==> config.mk <==
export PLATFORM = sky130hd
export DESIGN_NAME = cache_mem_arbiter
export DESIGN_NICKNAME = d
export VERILOG_FILES = /design/src/rtl/cache_mem_pkg.sv /design/src/rtl/cache_mem_arbiter_rr_arbiter.sv /design/src/rtl/cache_mem_arbiter.sv
export SDC_FILE = /design/constraint.sdc
export NUM_CORES = 1
export LEC_CHECK = 0
export ABC_CLOCK_PERIOD_IN_PS = 24700
export CAP_MARGIN = 5
export CORE_AREA = 3 3 565 567
export CTS_CLUSTER_SIZE = 8
export DETAILED_ROUTE_END_ITERATION = 12
export DIE_AREA = 0 0 568 570
export HOLD_SLACK_MARGIN = 0.03
export PLACE_DENSITY = 0.3
export SYNTH_ARGS = -nofsm -noshare
export SYNTH_HDL_FRONTEND = slang
export SYNTH_HIERARCHICAL = 1
export SYNTH_SLANG_ARGS = --single-unit
==> constraint.sdc <==
create_clock -name clk -period 24.7 [get_ports clk]
set_clock_uncertainty 0.2 [all_clocks]
set_input_delay 4.94 -clock clk [delete_from_list [all_inputs] [get_ports clk]]
set_output_delay 4.94 -clock clk [all_outputs]
set_load 0.05 [all_outputs]
==> src/rtl/cache_mem_pkg.sv <==
// Shared types and default widths for the cache line-transfer arbiter.
package cache_mem_pkg;

  // Default widths shared with the cache top level
  localparam int DEFAULT_ADDR_W = 30;
  localparam int DEFAULT_LINE_W = 256;

  // Transaction states; the encoding is also the debug status value
  typedef enum logic [2:0] {
    ST_IDLE = 3'd0,
    ST_WB   = 3'd1,
    ST_GAP  = 3'd2,
    ST_FILL = 3'd3,
    ST_DONE = 3'd4
  } state_e;

endpackage

==> src/rtl/cache_mem_arbiter_rr_arbiter.sv <==
// Round-robin arbiter: picks the first requester after the last granted
// channel, wrapping around; the pointer only moves on update_en.
module rr_arbiter #(
  parameter  int NUM_CH = 2,
  localparam int IDX_W  = $clog2(NUM_CH)
) (
  input  logic              clk,
  input  logic              rst,
  input  logic [NUM_CH-1:0] req,
  input  logic              update_en,
  output logic [NUM_CH-1:0] gnt,
  output logic [IDX_W-1:0]  gnt_idx
);

  logic [IDX_W-1:0] last_q;
  logic [IDX_W-1:0] last_d;
  logic             found;
  logic [IDX_W-1:0] idx;
  int               cand;

  // Search requesters starting one past the last grant
  always_comb begin
    gnt     = '0;
    gnt_idx = '0;
    found   = 1'b0;
    idx     = '0;
    cand    = 0;
    for (int i = 1; i <= NUM_CH; i++) begin
      cand = int'(last_q) + i;
      if (cand >= NUM_CH) begin
        cand = cand - NUM_CH;
      end
      idx = IDX_W'(cand);
      if (!found && req[idx]) begin
        found   = 1'b1;
        gnt_idx = idx;
      end
    end
    gnt[gnt_idx] = found;
  end

  // Pointer advances to the granted channel only when the grant is taken
  always_comb begin
    last_d = last_q;
    if (update_en) begin
      last_d = gnt_idx;
    end
  end

  // Pointer register; reset to the last channel so channel 0 wins first
  always_ff @(posedge clk or posedge rst) begin
    if (rst) begin
      last_q <= IDX_W'(NUM_CH - 1);
    end else begin
      last_q <= last_d;
    end
  end

endmodule

==> src/rtl/cache_mem_arbiter.sv <==
// Line-transfer arbiter between cache miss channels and the single-ported
// block RAM: round-robin grant, optional writeback before fill, one-cycle
// completion pulse to the served channel.
module cache_mem_arbiter
  import cache_mem_pkg::*;
#(
  parameter  int NUM_CH = 2,
  parameter  int ADDR_W = DEFAULT_ADDR_W,
  parameter  int LINE_W = DEFAULT_LINE_W,
  localparam int GNT_W  = $clog2(NUM_CH)
) (
  input  logic                     clk,
  input  logic                     rst,
  input  logic [NUM_CH-1:0]        ch_req,
  input  logic [NUM_CH-1:0]        ch_wb,
  input  logic [NUM_CH*ADDR_W-1:0] ch_fill_addr,
  input  logic [NUM_CH*ADDR_W-1:0] ch_wb_addr,
  input  logic [NUM_CH*LINE_W-1:0] ch_wb_line,
  output logic [NUM_CH-1:0]        ch_done,
  output logic [LINE_W-1:0]        ch_line_out,
  output logic [GNT_W-1:0]         grant_id,
  output logic                     busy,
  output logic [2:0]               status,
  input  logic                     ram_ready,
  input  logic [LINE_W-1:0]        block_from_ram,
  output logic                     ram_en_out,
  output logic                     ram_write_out,
  output logic [ADDR_W-1:0]        ram_addr_out,
  output logic [LINE_W-1:0]        line_wb_out
);

  state_e             state_q, state_d;
  logic [GNT_W-1:0]   grant_q, grant_d;
  logic               ram_en_q, ram_en_d;
  logic               ram_write_q, ram_write_d;
  logic [ADDR_W-1:0]  ram_addr_q, ram_addr_d;
  logic [LINE_W-1:0]  line_wb_q, line_wb_d;
  logic [LINE_W-1:0]  line_out_q, line_out_d;

  logic               arb_en;
  logic [NUM_CH-1:0]  arb_gnt;
  logic [GNT_W-1:0]   arb_idx;
  logic               win_wb;

  logic [ADDR_W-1:0]  fill_addr_arr [NUM_CH];
  logic [ADDR_W-1:0]  wb_addr_arr   [NUM_CH];
  logic [LINE_W-1:0]  wb_line_arr   [NUM_CH];

  // Split the flat per-channel buses so the granted channel can be indexed
  for (genvar c = 0; c < NUM_CH; c++) begin : g_slice
    assign fill_addr_arr[c] = ch_fill_addr[c*ADDR_W +: ADDR_W];
    assign wb_addr_arr[c]   = ch_wb_addr[c*ADDR_W +: ADDR_W];
    assign wb_line_arr[c]   = ch_wb_line[c*LINE_W +: LINE_W];
  end

  rr_arbiter #(
    .NUM_CH (NUM_CH)
  ) u_rr_arbiter (
    .clk       (clk),
    .rst       (rst),
    .req       (ch_req),
    .update_en (arb_en),
    .gnt       (arb_gnt),
    .gnt_idx   (arb_idx)
  );

  assign win_wb = |(ch_wb & arb_gnt);

  // Next state, grant capture and fill-line capture
  always_comb begin
    state_d    = state_q;
    grant_d    = grant_q;
    line_out_d = line_out_q;
    arb_en     = 1'b0;
    case (state_q)
      ST_IDLE: begin
        if (|ch_req) begin
          arb_en  = 1'b1;
          grant_d = arb_idx;
          state_d = win_wb ? ST_WB : ST_FILL;
        end
      end
      ST_WB: begin
        if (ram_ready) begin
          state_d = ST_GAP;
        end
      end
      ST_GAP: begin
        state_d = ST_FILL;
      end
      ST_FILL: begin
        if (ram_ready) begin
          line_out_d = block_from_ram;
          state_d    = ST_DONE;
        end
      end
      ST_DONE: begin
        state_d = ST_IDLE;
      end
      default: begin
        state_d = ST_IDLE;
      end
    endcase
  end

  // RAM command registers follow the state being entered, so the command
  // is valid for the whole WB or FILL state and drops in GAP/DONE/IDLE
  always_comb begin
    ram_en_d    = 1'b0;
    ram_write_d = 1'b0;
    ram_addr_d  = ram_addr_q;
    line_wb_d   = line_wb_q;
    case (state_d)
      ST_WB: begin
        ram_en_d    = 1'b1;
        ram_write_d = 1'b1;
        ram_addr_d  = wb_addr_arr[grant_d];
        line_wb_d   = wb_line_arr[grant_d];
      end
      ST_FILL: begin
        ram_en_d    = 1'b1;
        ram_addr_d  = fill_addr_arr[grant_d];
      end
      default: begin
        ram_en_d    = 1'b0;
      end
    endcase
  end

  // State and command registers; reset abandons any transaction at once
  always_ff @(posedge clk or posedge rst) begin
    if (rst) begin
      state_q     <= ST_IDLE;
      grant_q     <= '0;
      ram_en_q    <= 1'b0;
      ram_write_q <= 1'b0;
      ram_addr_q  <= '0;
      line_wb_q   <= '0;
      line_out_q  <= '0;
    end else begin
      state_q     <= state_d;
      grant_q     <= grant_d;
      ram_en_q    <= ram_en_d;
      ram_write_q <= ram_write_d;
      ram_addr_q  <= ram_addr_d;
      line_wb_q   <= line_wb_d;
      line_out_q  <= line_out_d;
    end
  end

  // Completion pulse to the served channel for the single DONE cycle
  always_comb begin
    ch_done = '0;
    if (state_q == ST_DONE) begin
      ch_done[grant_q] = 1'b1;
    end
  end

  assign ch_line_out   = line_out_q;
  assign grant_id      = grant_q;
  assign busy          = (state_q != ST_IDLE);
  assign status        = state_q;
  assign ram_en_out    = ram_en_q;
  assign ram_write_out = ram_write_q;
  assign ram_addr_out  = ram_addr_q;
  assign line_wb_out   = line_wb_q;

endmodule
---- After elaboration in Yosys (flattened, before gate mapping) ----
Index checks and enable logic that the tools add are counted.
word-level totals
  register bits ........................... 549
  input bits .............................. 895
operators by class
  add/sub/neg operators ................... 4
  $lt $le $gt $ge ......................... 9
  eq/ne operators ......................... 6
  muxes and demuxes ....................... 36
  bitwise gates (word level) .............. 3
  reduce and logical (&&, ||, !) cells .... 11
operator list
  operator                                                                              number
  256-bit 2-to-1 mux                                                                    3
  30-bit 2-to-1 mux                                                                     6
  30-bit case mux with 2 select lines                                                   1
  1-bit 2-to-1 mux                                                                      18
  3-bit case mux with 4 select lines                                                    1
  3-bit by 2-bit equality test with 1-bit output (second input constant)                3
  3-bit 2-to-1 mux                                                                      3
  1-bit by 2-bit < comparator with 1-bit output (second input constant)                 4
  3-bit by 1-bit equality test with 1-bit output (second input constant)                2
  2-bit OR reduction                                                                    3
  2-bit AND                                                                             2
  2-bit greater-or-equal comparator (second input constant)                             2
  2-bit 2-to-1 mux                                                                      2
  1-bit by 2-bit adder with 3-bit output (second input constant)                        1
  3-bit equality test (second input constant)                                           1
  3-bit by 2-bit greater-or-equal comparator with 1-bit output (second input constant)  1
  1-bit logical AND                                                                     3
  3-bit logical NOT                                                                     1
  3-bit nonzero test                                                                    1
  1-bit by 1-bit adder with 2-bit output (second input constant)                        1
  1-bit demux with 1-bit select                                                         2
  1-bit greater-or-equal comparator (second input constant)                             2
  1-bit inverter with 2-bit output                                                      1
  2-bit AND reduction                                                                   1
  3 further kinds                                                                       4

---- Depth between registers and ports, before layout ----
Gate-level depths: netlist of run 1.
  depth in word-level cells ............... 22
  depth in mapped cells ................... 11
  gate-level depth less buffers ........... 8

---- Hierarchy ----
The synthesis of run 1 kept the hierarchy.
modules (own cells, without submodules)
  module             instances  cells each  area an instance (µm²)
  cache_mem_arbiter  1          2168        23274.8
  rr_arbiter         1          7           75.1

---- Least setup slack after synthesis of run 1 ----
Ideal clock, no wire load.
  path type ............................... input to register
  start point ............................. input port ch_req[0]
  end point ............................... register line_wb_q[10], in the netlist line_wb_out[10]
  data arrival time ....................... 6.516 ns
  data required time ...................... 24.359 ns
  setup slack ............................. 17.843 ns
  stages .................................. 9
  path buffers ............................ 3
  cell sequence ........................... a21boi_0 a22oi_1 o31ai_1 nand2_1 inv_1 clkbuf_1 clkbuf_1 clkbuf_1 a31oi_1
between the ends
  cells in the longest elaborated chain, start to end .. 17
  elaborated cells between the ends (all ways) .. 29
RTL lines
  element                                                                                                                   line                                source
  start: declaration                                                                                                        cache_mem_arbiter.sv:14             input logic [NUM_CH-1:0] ch_req,
  1-bit 2-to-1 mux (implied by the code) (2 in a row)                                                                       cache_mem_arbiter_rr_arbiter.sv:34  if (!found && req[idx]) begin
  1-bit 2-to-1 mux                                                                                                          cache_mem_arbiter_rr_arbiter.sv:34
  1-bit logical NOT                                                                                                         cache_mem_arbiter_rr_arbiter.sv:34
  1-bit logical AND                                                                                                         cache_mem_arbiter_rr_arbiter.sv:34
  1-bit 2-to-1 mux                                                                                                          cache_mem_arbiter_rr_arbiter.sv:34
  1-bit by 2-bit < comparator with 1-bit output (implied by the code) or 1-bit greater-or-equal comparator (tied branches)  cache_mem_arbiter_rr_arbiter.sv:39  gnt[gnt_idx] = found;
  1-bit logical AND (implied by the code)                                                                                   cache_mem_arbiter_rr_arbiter.sv:39
  1-bit 2-to-1 mux (implied by the code)                                                                                    cache_mem_arbiter_rr_arbiter.sv:39
  1-bit demux with 1-bit select                                                                                             --
  2-bit AND (no source line)                                                                                                --
  2-bit AND                                                                                                                 cache_mem_arbiter.sv:67             assign win_wb = |(ch_wb & arb_gnt);
  2-bit OR reduction                                                                                                        cache_mem_arbiter.sv:67
  2-bit 2-to-1 mux                                                                                                          cache_mem_arbiter.sv:80             state_d = win_wb ? ST_WB : ST_FILL;
  3-bit 2-to-1 mux                                                                                                          cache_mem_arbiter.sv:77             if (|ch_req) begin
  3-bit case mux with 4 select lines                                                                                        cache_mem_arbiter.sv:75             case (state_q)
  3-bit by 1-bit equality test with 1-bit output                                                                            cache_mem_arbiter.sv:113            case (state_d)
  end signal: assignment                                                                                                    cache_mem_arbiter.sv:146            line_wb_q <= line_wb_d;
  end: declaration                                                                                                          cache_mem_arbiter.sv:37             logic [LINE_W-1:0] line_wb_q, line_wb_d;
Parallel ways exist; a longest one is shown, timed or not. The select of a mux whose other input is x is not followed.
A chain may end at the register's enable or synchronous reset.

---- Worst setup path after layout of run 1 ----
  start point ............................. input port ram_ready
  end point ............................... register line_out_q[44], in the netlist ch_line_out[44]
between the ends
  cells in the longest elaborated chain, start to end .. 1
RTL lines
  element                               line                      source
  start: declaration                    cache_mem_arbiter.sv:24   input logic ram_ready,
  2-bit AND reduction (no source line)  --
  end signal: assignment                cache_mem_arbiter.sv:147  line_out_q <= line_out_d;
  end: declaration                      cache_mem_arbiter.sv:38   logic [LINE_W-1:0] line_out_q, line_out_d;
No other way between the ends.

==> results.md, run 1 <==
* Status: completed
* Top cell by count, worst path: buf_4
* Final max-slew violation count at 0
* Slew @ Worst Pin at 1.149 ns
* Starting DRT DRC Count at 1193
* Post-DP HPWL at between 150000 and 200000 µm
* Tmin final at slightly above 9 ns
* Crit-path cells: clkdlybuf4s50_1 > nand3_1 > nor2_4 > buf_4 > buf_4 > buf_12 > buf_4 > mux2_2
* Internal power at 3.422 mW
* Crit-path max cell delay at around 0.83 ns
* Via count at 22930
* Overall routed net length at about 200000 µm
* Setup bufs post-CTS at 0
* Crit start category: input pin
* CTS resizes at 0
* Layout Nets at between 4000 and 5000
* Total negative slack at 0 ns
* Max Cap Violations at 0
* CTS tree: done
* Kind of critical path: in2reg
* RePlAce Congestion at ~0.84
* Clock Power Share at 0.159
* Share of layout cells above drive strength 1 at 0.1233
* # fillers at about 35000
* Post-synth cell types at 35
* Htree depth at 3
* Synth area leaders: dfrtp_1 59%, mux2_2 12%, nand2_1 8.7%
* Syn_area_per_cell at ~11 µm²
* Share of the synthesized area in the top cell type at 0.5873
* Kind of end point of the critical path: flop
* Cell row count at just over 200
* RSZ-0062 raised after global routing: false
* CTS Hold Buffers Added at 0
* Area Growth Syn to Fin at 92.40%
* DR DRC count at 0
* Die Footprint at between 0.3 and 0.4 mm²
* Clk root buf: clkbuf_16
* Maximum VDD drop at ~0.09 mV
* IO Pins at 1446
* Hold Vio Cnt, Final at 0
* Top-count cell post-synth: dfrtp_1
* R2r setup slk at slightly below 20 ns
* Core Area at ~0.31 mm²
* CTS sink cnt at between 500 and 600
* Seq pwr share at 0.237
* Cell accounting for the most synthesized area: dfrtp_1
* Core Util, Final at 0.1427
* Net Sw Frac at 0.5313
* # setup viols final at 0
* Slowest CP cell: buf_4
* Initial Util at 0.07420
* Placed cell count at 7647
* PortBufs at between 1000 and 1500
* Ys Warns at 6
* Most used DFF post-synth: dfrtp_1
* Switching power at roughly 3.9 mW
* Inserted Clock Buffers at ~90
* Die width at approximately 570 µm
* Largest net degree at the start of global routing at 193
* Final cell count without fillers at 7779
* Clk pin slew, worst setup/hold paths at roughly 0.050 ns
* All-Layer GR Usage at 0.1155
* Total grt overflow at 0
* Ys async rst share at 1.000
* Worst path arrival time at about 9.6 ns
* Post-synthesis cell area at 0.02335 mm²
* Synth cell count leaders: 548 x dfrtp_1, 543 x nand2_1, 291 x nor2_1
* DRT Pass-1 Iters at 5
* Synth Register Bits at ~550
* Register area at around 0.014 mm²
* First-pass GRT wire length at around 250000 µm
* Register area share after synthesis at 0.5884
* Period utilization at 0.3701
* Die span in y at ~570 µm
* Post-DRT Antenna Nets at 0
* Post-synth EDFFs at 0
* Antenna violations before repair at 90
* Multi-input logic area at a little under 0.009 mm²
* Vias in the first global route at 23750
* Avg WL per Cell at 25.16 µm
* CP top delay family: buffers and inverters
* Clock Tree Buf Depth at 4
* Critical path required time at 25.14 ns
* Mean number of vias per cell at around 3
* Comb power frac at 0.604
* Clk_lat worst skew at approximately 0.76 ns
* LEAKAGE at 16.70 nW
* Slew Limit Headroom at 0.2317
* Hold WC Path Type: reg2reg
* Synthesized net count at around 3100
* Worst-path maximum fanout at between 100 and 150
* Critical path buffer and inverter count at 5
* Max Freq at 109.4 MHz
* Cells after Synth at between 2000 and 2500
* Pwr Density at approximately 160 mW/mm²
placed cells by master (no fill, tap or decap), types with 16 or more instances in the layout:
| cell type | netlist | layout |
|---|---|---|
| buf_4 | 5 | 36 |
| a31oi_1 | 256 | 256 |
| nand2_1 | 543 | 543 |
| a21oi_1 | 30 | 30 |
| clkdlybuf4s50_1 | 0 | 1434 |
| nor2_1 | 291 | 290 |
| clkbuf_16 | 0 | 89 |
| dfrtp_1 | 548 | 548 |
| mux2i_1 | 29 | 29 |
| mux2_2 | 257 | 257 |
| clkbuf_1 | 107 | 16 |
| a221oi_2 | 29 | 29 |
worst paths after layout:
kind / to / startpoint / cells past startpoint
hold reg to reg: ch_line_out[214] / ch_line_out[214] / 1
setup / recovery: ch_line_out[44] / ram_ready / 8
min in group asynchronous: u_rr_arbiter/last_q / rst / 2
hold / removal: ch_line_out[214] / ch_line_out[214] / 1
setup reg to reg: line_wb_out[14] / status[2] / 9
max in group asynchronous: ch_line_out[20] / rst / 5
power groups by stage:
stage | combinational [mW] | sequential [mW] | clock (mW)
after global placement | 4.52 | 1.74 | 0
after CTS | 4.53 | 1.74 | 1.22
after floorplan | 1.07 | 3.20 | 0
final | 4.41 | 1.73 | 1.16
after global routing | 4.66 | 1.78 | 1.25
after detailed placement | 4.51 | 1.75 | 0
worst register-to-register path, delay by kind of cell (launching register included):
kind            cells  cell delay [ns]
flops               1             0.58
simple gates        3             0.99
buf+inv             4             2.79
compound gates      2             0.46
area by class of cell:
| cell class | count | area share |
|---|---|---|
| Inverter | 5 | 0.001030 |
| Clock buffer | 117 | 0.05459 |
| Timing Repair Buffer | 1474 | 0.3270 |
| Antenna cell | 9 | 0.0005013 |
| Sequential cell | 549 | 0.3058 |
| Tap cell | 4160 | 0.1159 |
| Multi-Input combinational cell | 1459 | 0.1942 |
| Clock inverter | 6 | 0.0009748 |
metrics by stage:
stage / hold WS (ns) / setup WS [ns] / area (µm²) / total power [mW]
floorplan: 0.4296 / 4.239 / 23350 / 4.265
global placement: 0.2883 / 14.82 / 42410 / 6.265
detailed placement: 0.2939 / 14.79 / 42410 / 6.259
CTS: 0.3057 / 15.67 / 44900 / 7.489
global route: 0.3114 / 15.32 / 44910 / 7.690
finish: 0.3015 / 15.56 / 44920 / 7.300
layer usage:
layer,vias to the layer above,GRT usage,part of all wire
met3,267,0.07240,0.14
met4,106,0.02469,0.020
met5,-,0,0.0034
li1,10280,-,-
met1,11090,0.1237,0.37
met2,1191,0.1915,0.47
state kept, by name (all words and copies together), names as in the netlist:
register	flops
ch_line_out	256
line_wb_out	256
ram_addr_out	30
status	3
grant_id	1
ram_en_out	1
ram_write_out	1
u_rr_arbiter/last_q	1
logic make-up (layout without fill, tap and decap cells):
kind of cell / Yosys count / in the layout / share of synthesized area
buffers and inverters: 167 / 1602 / 0.03922
multiplexers: 287 / 287 / 0.1370
AO/OA/AOI/OAI: 330 / 330 / 0.09881
flip-flops: 549 / 549 / 0.5884
AND/OR/NAND/NOR: 842 / 842 / 0.1365
other: 0 / 9 / 0
(Power assumes the default switching activity.)
==> run 2: changes to the inputs <==
--- a/config.mk
+++ b/config.mk
@@ -5,7 +5,7 @@
 export SDC_FILE = /design/constraint.sdc
 export NUM_CORES = 1
 export LEC_CHECK = 0
-export ABC_CLOCK_PERIOD_IN_PS = 24700
+export ABC_CLOCK_PERIOD_IN_PS = 7900
 export CAP_MARGIN = 5
 export CORE_AREA = 3 3 565 567
 export CTS_CLUSTER_SIZE = 8
==> constraint.sdc (replaced) <==
create_clock -name clk -period 7.9 [get_ports clk]
set_clock_uncertainty 0.2 [all_clocks]
set_input_delay 1.58 -clock clk [delete_from_list [all_inputs] [get_ports clk]]
set_output_delay 1.58 -clock clk [all_outputs]
set_load 0.05 [all_outputs]
==> run 2 against run 1 <==
  * Hold slack is essentially flat
  * Register-to-register slack lost 15 ns
  * Critical path depth shrank 5
==> results.md, run 2 (synthesis results as in run 1) <==
* Slowest CP cell: clkdlybuf4s50_1
* RSZ-0062 raised after global routing: false
* Cell row count at between 200 and 250
* R2r setup slk at approximately 4.2 ns
* Period utilization at 0.6041
* CTS tree: done
* Max Cap Violations at 0
* Min Hold Slack at 0.3016 ns
* Fin area at approximately 0.045 mm²
* Max Freq at ~210 MHz
* CTS Hold Buffers Added at 0
* Kind of end point of the critical path: output port
* CP top delay family: buffers and inverters
* DRT Pass-1 Iters at 7
* Critical path buffer and inverter count at 1
* # fillers at around 36000
* Clock Tree Buf Depth at 4
* CTS resizes at 0
* Pwr Density at ~500 mW/mm²
* Crit start category: flop
* Area Growth Syn to Fin at 93.01%
* LEAKAGE at between 15 and 20 nW
* Crit-path max cell delay at 0.91 ns
* CTS sink cnt at approximately 550
* Initial Util at 0.07420
* Final max-slew violation count at 0
* Share of layout cells above drive strength 1 at 0.1228
* Leading cell type in the layout, fill and taps excluded: clkdlybuf4s50_1
* Die Footprint at roughly 0.32 mm²
* Clk root buf: clkbuf_16
* Total grt overflow at 0
* IO Pins at 1446
* Htree depth at 3
* # setup viols final at 0
* Final WS setup at between 3 and 4 ns
* Slew Limit Headroom at 0.2719
* Kind of critical path: reg2out
* Worst slack, placed at around 2.8 ns
* Maximum VDD drop at roughly 0.23 mV
* Worst path arrival time at 2.99 ns
* Layout Nets at 4477
* Worst-path maximum fanout at 12
* Vias in the first global route at around 24000
* Tmin final at between 4 and 5 ns
* First-pass GRT wire length at between 200000 and 300000 µm
* PortBufs at about 1400
* Post-DP HPWL at 169300 µm
* Slew @ Worst Pin at approximately 1.1 ns
* Status: completed
* Mean number of vias per cell at between 2 and 3
* Antenna violations before repair at 96
* Critical path required time at just over 6 ns
* Post-DRT Antenna Nets at 0
* Die span in y at between 500 and 600 µm
* Setup bufs post-CTS at 0
* Starting DRT DRC Count at between 1000 and 1500
* Total negative slack at 0 ns
* Via count at 23000
* Cell Area, Placed at approximately 0.043 mm²
* Hold Vio Cnt, Final at 0
* Core Area at 0.3147 mm²
* Inserted Clock Buffers at roughly 90
* Clk_lat worst skew at a little under 0.8 ns
* Hold WC Path Type: reg2reg
* Largest net degree at the start of global routing at between 100 and 150
* All-Layer GR Usage at 0.1197
* Die width at around 570 µm
* Crit-path cells: nor2_1 > and3_1 > clkdlybuf4s50_1
* Most frequent cells in the layout: 1438 x clkdlybuf4s50_1, 548 x dfrtp_1, 543 x nand2_1
* Avg WL per Cell at roughly 26 µm
* Overall routed net length at 201700 µm
* Core Util, Final at 0.1432
* DR DRC count at 0
* RePlAce Congestion at between 0.8 and 0.9
* Clk pin slew, worst setup/hold paths at 0.05 ns
run 2: cell count changes in the layout (fill, tap and decap cells not counted), moves of 4 or more:
cell and change:
clkdlybuf4s50_1 +4, buf_4 -7, buf_12 +8, clkbuf_8 -5
run 2: layout make-up:
| type | count | area [µm²] | area share |
|---|---|---|---|
| antenna | 12 | 30.03 | 0.0006663 |
| timing repair buffer | 1479 | 14840 | 0.3292 |
| sequential | 549 | 13740 | 0.3049 |
| multi-input combinational | 1459 | 8726 | 0.1936 |
| tap | 4160 | 5205 | 0.1155 |
| clock inverter | 8 | 68.82 | 0.001527 |
| inverter | 5 | 42.54 | 0.0009439 |
| clock buffer | 116 | 2420 | 0.05369 |
run 2: final timing paths:
path | start | to | cells after the start
setup / recovery | status[0] | ch_done[1] | 3
hold / removal | ch_line_out[153] | ch_line_out[153] | 1
setup reg to reg | status[2] | line_wb_out[211] | 7
hold reg to reg | ch_line_out[153] | ch_line_out[153] | 1
max in group asynchronous | rst | ch_line_out[145] | 4
min in group asynchronous | rst | ram_addr_out[3] | 2
run 2: worst register-to-register path: cells and delay by family, from the launching register on:
| kind | cells | cell delay (ns) |
|---|---|---|
| buffers and inverters | 2 | 1.30 |
| DFF | 1 | 0.56 |
| AOI/OAI and AO/OA | 2 | 0.30 |
| and+or+nand+nor | 3 | 1.15 |
run 2: where the power goes:
group          total [mW]  switching, mW  internal (mW)  leakage, nW
logic                13.9           9.56           4.34         9.24
registers            5.36           1.08           4.28         6.29
clock network        3.61           1.50           2.11         1.22
total                22.9           12.1           10.7         16.8
run 2: through the flow:
step,power (mW),instances
6_report,22.86,7788
3_3_place_gp,19.65,7652
4_1_cts,23.49,7776
2_1_floorplan,13.33,2175
5_1_grt,24.12,7777
3_5_place_dp,19.66,7652
run 2: layer usage:
metal  routed length (µm)  vias to the layer above  track usage
met1                73060                    11100       0.1252
met2                95100                     1194       0.2011
li1                     -                    10290            -
met4                 4780                      116      0.02787
met3                27980                      299      0.07526
met5                  737                        -            0
